**src/rtl/router_pkt_ctrl.sv**
```systemverilog
// Write-side controller for the three router output FIFOs: header decode, write steering,
// parity check and per-port stall timeout. Define ROUTER_CTRL_STATS_EN for drop/parity-error counters.
module router_pkt_ctrl #(
    parameter int TIMEOUT = 30,
    parameter int TO_W    = 5
) (
    input  logic       clock,
    input  logic       reset,
    input  logic       pkt_valid,
    input  logic [7:0] data_in,
    input  logic [2:0] fifo_full,
    input  logic [2:0] fifo_empty,
    input  logic [2:0] read_enb,
    output logic [7:0] data_out,
    output logic [2:0] write_enb,
    output logic       lfd_state,
    output logic       busy,
    output logic       err,
    output logic [2:0] vld_out,
    output logic [2:0] soft_reset
`ifdef ROUTER_CTRL_STATS_EN
    ,
    output logic [7:0] drop_cnt,
    output logic [7:0] perr_cnt
`endif
);
    typedef enum logic [2:0] {IDLE, WAIT_EMPTY, PAYLOAD, PARITY, CHECK, DROP} state_t;

    state_t              state, state_nx;
    logic [1:0]          addr_q, addr_nx;
    logic [6:0]          cnt, cnt_nx, rem;
    logic [7:0]          par_acc, par_acc_nx, par_rx, par_rx_nx;
    logic                err_nx, busy_c, lfd_c, hdr_take, abort;
    logic [2:0]          we_c;
    logic [1:0]          hdr_addr;
    logic [5:0]          hdr_len;
    logic [2:0][TO_W-1:0] to_cnt;

    assign hdr_addr  = data_in[1:0];
    assign hdr_len   = data_in[7:2];
    assign data_out  = data_in;
    assign vld_out   = ~fifo_empty;
    assign write_enb = reset ? 3'b000 : we_c;
    assign lfd_state = ~reset & lfd_c;
    assign busy      = ~reset & busy_c;

    always_comb begin
        state_nx   = state;
        addr_nx    = addr_q;
        cnt_nx     = cnt;
        par_acc_nx = par_acc;
        par_rx_nx  = par_rx;
        err_nx     = err;
        busy_c     = 1'b0;
        lfd_c      = 1'b0;
        we_c       = 3'b000;
        hdr_take   = 1'b0;
        abort      = 1'b0;
        rem        = 7'd0;
        case (state)
            IDLE: begin
                if (pkt_valid) begin
                    if (hdr_addr == 2'd3) begin
                        cnt_nx   = {1'b0, hdr_len} + 7'd1;
                        state_nx = DROP;
                    end else if (fifo_empty[hdr_addr]) begin
                        hdr_take = 1'b1;
                    end else begin
                        busy_c   = 1'b1;
                        addr_nx  = hdr_addr;
                        state_nx = WAIT_EMPTY;
                    end
                end
            end
            WAIT_EMPTY: begin
                busy_c = ~fifo_empty[addr_q];
                if (pkt_valid && fifo_empty[addr_q]) hdr_take = 1'b1;
            end
            PAYLOAD: begin
                busy_c = fifo_full[addr_q];
                if (soft_reset[addr_q]) begin
                    abort = 1'b1;
                    rem   = cnt + 7'd1;
                end else if (pkt_valid && !busy_c) begin
                    we_c[addr_q] = 1'b1;
                    par_acc_nx   = par_acc ^ data_in;
                    cnt_nx       = cnt - 7'd1;
                    if (cnt == 7'd1) state_nx = PARITY;
                end
            end
            PARITY: begin
                busy_c = fifo_full[addr_q];
                if (soft_reset[addr_q]) begin
                    abort = 1'b1;
                    rem   = 7'd1;
                end else if (pkt_valid && !busy_c) begin
                    we_c[addr_q] = 1'b1;
                    par_rx_nx    = data_in;
                    state_nx     = CHECK;
                end
            end
            CHECK: begin
                busy_c   = 1'b1;
                err_nx   = (par_rx != par_acc);
                state_nx = IDLE;
            end
            DROP: begin
                if (pkt_valid) begin
                    cnt_nx = cnt - 7'd1;
                    if (cnt == 7'd1) state_nx = IDLE;
                end
            end
            default: state_nx = IDLE;
        endcase

        if (hdr_take) begin
            we_c[hdr_addr] = 1'b1;
            lfd_c          = 1'b1;
            addr_nx        = hdr_addr;
            cnt_nx         = {1'b0, hdr_len};
            par_acc_nx     = data_in;
            err_nx         = 1'b0;
            state_nx       = (hdr_len == 6'd0) ? PARITY : PAYLOAD;
        end

        // A flushed FIFO loses the packet; a byte taken in the abort cycle still counts as discarded.
        if (abort) begin
            if (pkt_valid && !busy_c) rem = rem - 7'd1;
            cnt_nx   = rem;
            state_nx = (rem == 7'd0) ? IDLE : DROP;
        end
    end

    always_ff @(posedge clock or posedge reset) begin
        if (reset) begin
            state   <= IDLE;
            addr_q  <= 2'd0;
            cnt     <= 7'd0;
            par_acc <= 8'd0;
            par_rx  <= 8'd0;
            err     <= 1'b0;
        end else begin
            state   <= state_nx;
            addr_q  <= addr_nx;
            cnt     <= cnt_nx;
            par_acc <= par_acc_nx;
            par_rx  <= par_rx_nx;
            err     <= err_nx;
        end
    end

    // Stall timer per port; firing also restarts the count.
    always_ff @(posedge clock or posedge reset) begin
        if (reset) begin
            to_cnt     <= '0;
            soft_reset <= 3'b000;
        end else begin
            for (int i = 0; i < 3; i++) begin
                soft_reset[i] <= 1'b0;
                if (read_enb[i] || fifo_empty[i] || soft_reset[i]) begin
                    to_cnt[i] <= '0;
                end else if (to_cnt[i] == TO_W'(TIMEOUT - 1)) begin
                    to_cnt[i]     <= '0;
                    soft_reset[i] <= 1'b1;
                end else begin
                    to_cnt[i] <= to_cnt[i] + TO_W'(1);
                end
            end
        end
    end

`ifdef ROUTER_CTRL_STATS_EN
    always_ff @(posedge clock or posedge reset) begin
        if (reset) begin
            drop_cnt <= 8'd0;
            perr_cnt <= 8'd0;
        end else begin
            if (state_nx == DROP && state != DROP && drop_cnt != 8'hFF)
                drop_cnt <= drop_cnt + 8'd1;
            if (state == CHECK && par_rx != par_acc && perr_cnt != 8'hFF)
                perr_cnt <= perr_cnt + 8'd1;
        end
    end
`endif

endmodule

```
**config.mk**
```make
export PLATFORM = sky130hd
export DESIGN_NAME = router_pkt_ctrl
export DESIGN_NICKNAME = d
export VERILOG_FILES = /design/src/rtl/router_pkt_ctrl.sv
export SDC_FILE = /design/constraint.sdc
export NUM_CORES = 1
export LEC_CHECK = 0
export BUFFER_PORTS_ARGS = -buffer_cell sky130_fd_sc_hd__buf_2
export CAP_MARGIN = 0
export CORE_MARGIN = 8
export CORE_UTILIZATION = 64
export DETAILED_ROUTE_END_ITERATION = 8
export GPL_TIMING_DRIVEN = 0
export PLACE_DENSITY = 0.95
export SLEW_MARGIN = 5
export SYNTH_ARGS = -nofsm -noshare
export SYNTH_HDL_FRONTEND = slang
export SYNTH_SLANG_ARGS = --single-unit
export TNS_END_PERCENT = 1
```
**constraint.sdc**
```tcl
create_clock -name clock -period 7.4 [get_ports clock]
set_input_delay 1.48 -clock clock [delete_from_list [all_inputs] [get_ports clock]]
set_output_delay 1.48 -clock clock [all_outputs]
set_load 0.01 [all_outputs]
```
==> results_dict.tcl <==
set metrics [dict create \
    status "finished clean" \
    clock_latency_ns 0.30 \
    comb_power_share_pct 57.7 \
    synth_top_area_share_pct 33.2 \
    path_max_fanout 10 \
    grt_overflow 0 \
    vias 3163 \
    syn_inst 401 \
    yosys.area_share.adder_pct 4.24 \
    powerDensity_nw_per_um2 335 \
    clkSinkCount 47 \
    routed-wl-met3_um 472 \
    antenna_left 0 \
    dp_hpwl_um 6580 \
    syn2layout_area_growth_pct 10.9 \
    routed_wl_um 8810 \
    fin_crit_sh_pct 66.9 \
    regToRegStartpoint "state[0]" \
    cts_tree "built" \
    numCtsBuffers 5 \
    fmax_mhz 202 \
    vias_per_cell 6.08 \
    hp-start "to_cnt[5]" \
    syn_area_per_cell_um2 8.83 \
    rsz0062_at_grt "no" \
    drc 0 \
    grt_max_degree 32 \
    setup_ws_ns 2.45 \
    fin_crit_ns 4.95 \
    grt_pass1_vias 3198 \
    hold_violations 0 \
    synth-seq-area-share_pct 33.2 \
    rows 27 \
    cp-start-kind "primary input" \
    fin_nets 479 \
    synth_area_leader_cell "dfrtp_1" \
    worstSetupPathType "in2out" \
    intPower_uw 707 \
    synthDistinctLibCells 71 \
    grt_pass1_wl_um 14700 \
    post_cts_buffers 0 \
    p_clk_share_pct 11.7 \
    die_y_um 90.4 \
    wl_met2_um 4430 \
    finClkSkew_ns 0.00934 \
    endpoint_kind "output pin" \
    synth-seq-cells 47 \
    fillCellCount 404 \
    path_clk_slew_ns 0.09 \
    tightest_slew_ns 0.644 \
    initial_core_util_pct 65.1 \
    coreArea_um2 5440 \
    n_antenna_cell 0 \
    htree_levels 2 \
    swShare_pct 46.3 \
    synth_top_flop_cell "dfrtp_1" \
    synthTopCellsByArea "dfrtp_1, xor2_1, nand2_1, ha_1, nor2_1" \
    clockBufferDepth 2 \
    cts-resized-gates 0 \
    slew_violations 0 \
    crit_arrival_ns 3.47 \
    synth_edf_count 0 \
    io_buffers 38 \
    postCtsHoldBufs 0 \
    power_frac_seq_pct 30.6 \
    pin_count 40 \
    grt.total_usage_pct 21.4 \
    synthSimpleGateAreaFrac_pct 23.2 \
    p_leak_nw 1.74 \
    tns_ns 0 \
    drt-met1-wl_um 3690 \
    ir_drop_uv 237 \
    die_area_um2 8170 \
    synth.mux.area_fraction_pct 5.16 \
    drt_iter0_drc 320 \
    yosys.area_share.xor_xnor_pct 9.64 \
    crit_required_ns 5.92 \
    max_cap_violations 0 \
    drive_above_1_share_pct 21.9 \
    antenna_found_initial 0 \
    slew_headroom_pct 56.8 \
    top_layer "met4" \
    p_sw_uw 610 \
    firstDrtPassIters 5 \
    syn-cell-area_um2 3540 \
    hold_class "reg2reg" \
    cts-root-buf "clkbuf_8" \
    wl_per_cell_um 16.9 \
    synth_top_family_by_area "simple AND/OR/NAND/NOR gates" \
    die_x_um 90.4 \
    synthArstFlopShare_pct 100 \
    crit_start "data_in[0]" \
    synth_compound_area_share_pct 17.8 \
    setup_viol_count_final 0 \
    place_congestion 0.939 \
    pre_cts_slack_ns 2.54 \
    yosys_warnings 0 \
    synth_nets 433 \
]
-- kinds of logic after synthesis --
logic type | count (synthesis)
buffers and inverters | 46
adders and majority gates | 12
and+or+nand+nor | 163
xor gates and xnor gates | 39
AOI/OAI and AO/OA | 77
DFF | 47
muxes | 17
-- worst paths after layout --
check / endpoint / slack [ns] / cells past startpoint
setup / recovery: write_enb[2] / 2.45 / 9
max in group asynchronous: to_cnt[2] / 5.68 / 3
hold / removal: to_cnt[5] / 0.50 / 1
hold reg to reg: to_cnt[5] / 0.50 / 1
setup reg to reg: state[2] / 4.60 / 10
min in group asynchronous: par_acc[0] / 1.23 / 2
-- sequential cells by signal, indices dropped and copies added (netlist names) --
signal	count
cnt	7
par_rx	8
par_acc	8
to_cnt	15
addr_q	2
err	1
state	3
soft_reset	3
-- synthesized netlist by cell type, types with 8 or more instances --
library cell,n
dfrtp_1,47
nand2_1,46
nor2_1,39
xor2_1,27
inv_1,16
nand3_1,14
nor3_1,14
a21oi_1,12
ha_1,12
xnor2_1,12
a31oi_1,10
buf_4,10
mux2_2,10
buf_2,8
clkbuf_1,8
-- cells in the final DEF (no fill, tap or decap), types with 12 or more instances in the layout --
| cell type | netlist | routed |
|---|---|---|
| nor2_1 | 39 | 39 |
| xnor2_1 | 12 | 12 |
| inv_1 | 16 | 15 |
| dfrtp_1 | 47 | 47 |
| buf_2 | 8 | 46 |
| ha_1 | 12 | 12 |
| a21oi_1 | 12 | 12 |
| nand3_1 | 14 | 14 |
| nand2_1 | 46 | 46 |
| xor2_1 | 27 | 27 |
| nor3_1 | 14 | 14 |
-- cell type report --
cell class	count	area, um2	share of cell area [%]
Clock buffer	6	72.6	1.85
Clock inverter	2	12.5	0.319
Multi-Input combinational cell	308	2130	54.2
Tap cell	72	90.1	2.29
Timing Repair Buffer	39	210	5.35
Inverter	17	66.3	1.69
Buffer	29	171	4.36
Sequential cell	47	1180	29.9
-- critical path, stage by stage --
cell and delay [ns]:
buf_2 0.11, clkbuf_1 0.44, o22ai_1 0.28, a32oi_4 0.38, buf_2 0.29, nor3b_1 0.07
a31oi_1 0.18, nor2_1 0.08, buf_2 0.15
-- metal layers --
metal	vias up	global-route usage [%]
met4	0	9.43
met2	133	37.4
li1	1512	-
met3	24	3.57
met5	-	0
met1	1494	25.1
-- through the flow --
step	util [%]	total power, mW	area (um2)	hold slack (ns)	cells
final	72.2	1.32	3930	0.503	520
after global routing	72.2	1.41	3930	0.522	520
after CTS	72.2	1.31	3930	0.505	520
after detailed placement	70.6	1.14	3840	0.492	512
after global placement	70.3	1.11	3820	0.474	511
after floorplan	-	0.977	3540	0.460	401
-- power by group through the flow --
stage	clock, mW	sequential, mW	combinational (mW)
3_5_place_dp	0	0.405	0.740
3_3_place_gp	0	0.398	0.713
4_1_cts	0.159	0.400	0.749
5_1_grt	0.167	0.410	0.831
6_report	0.154	0.403	0.761
2_1_floorplan	0	0.388	0.589
(Power assumes the default switching activity.)
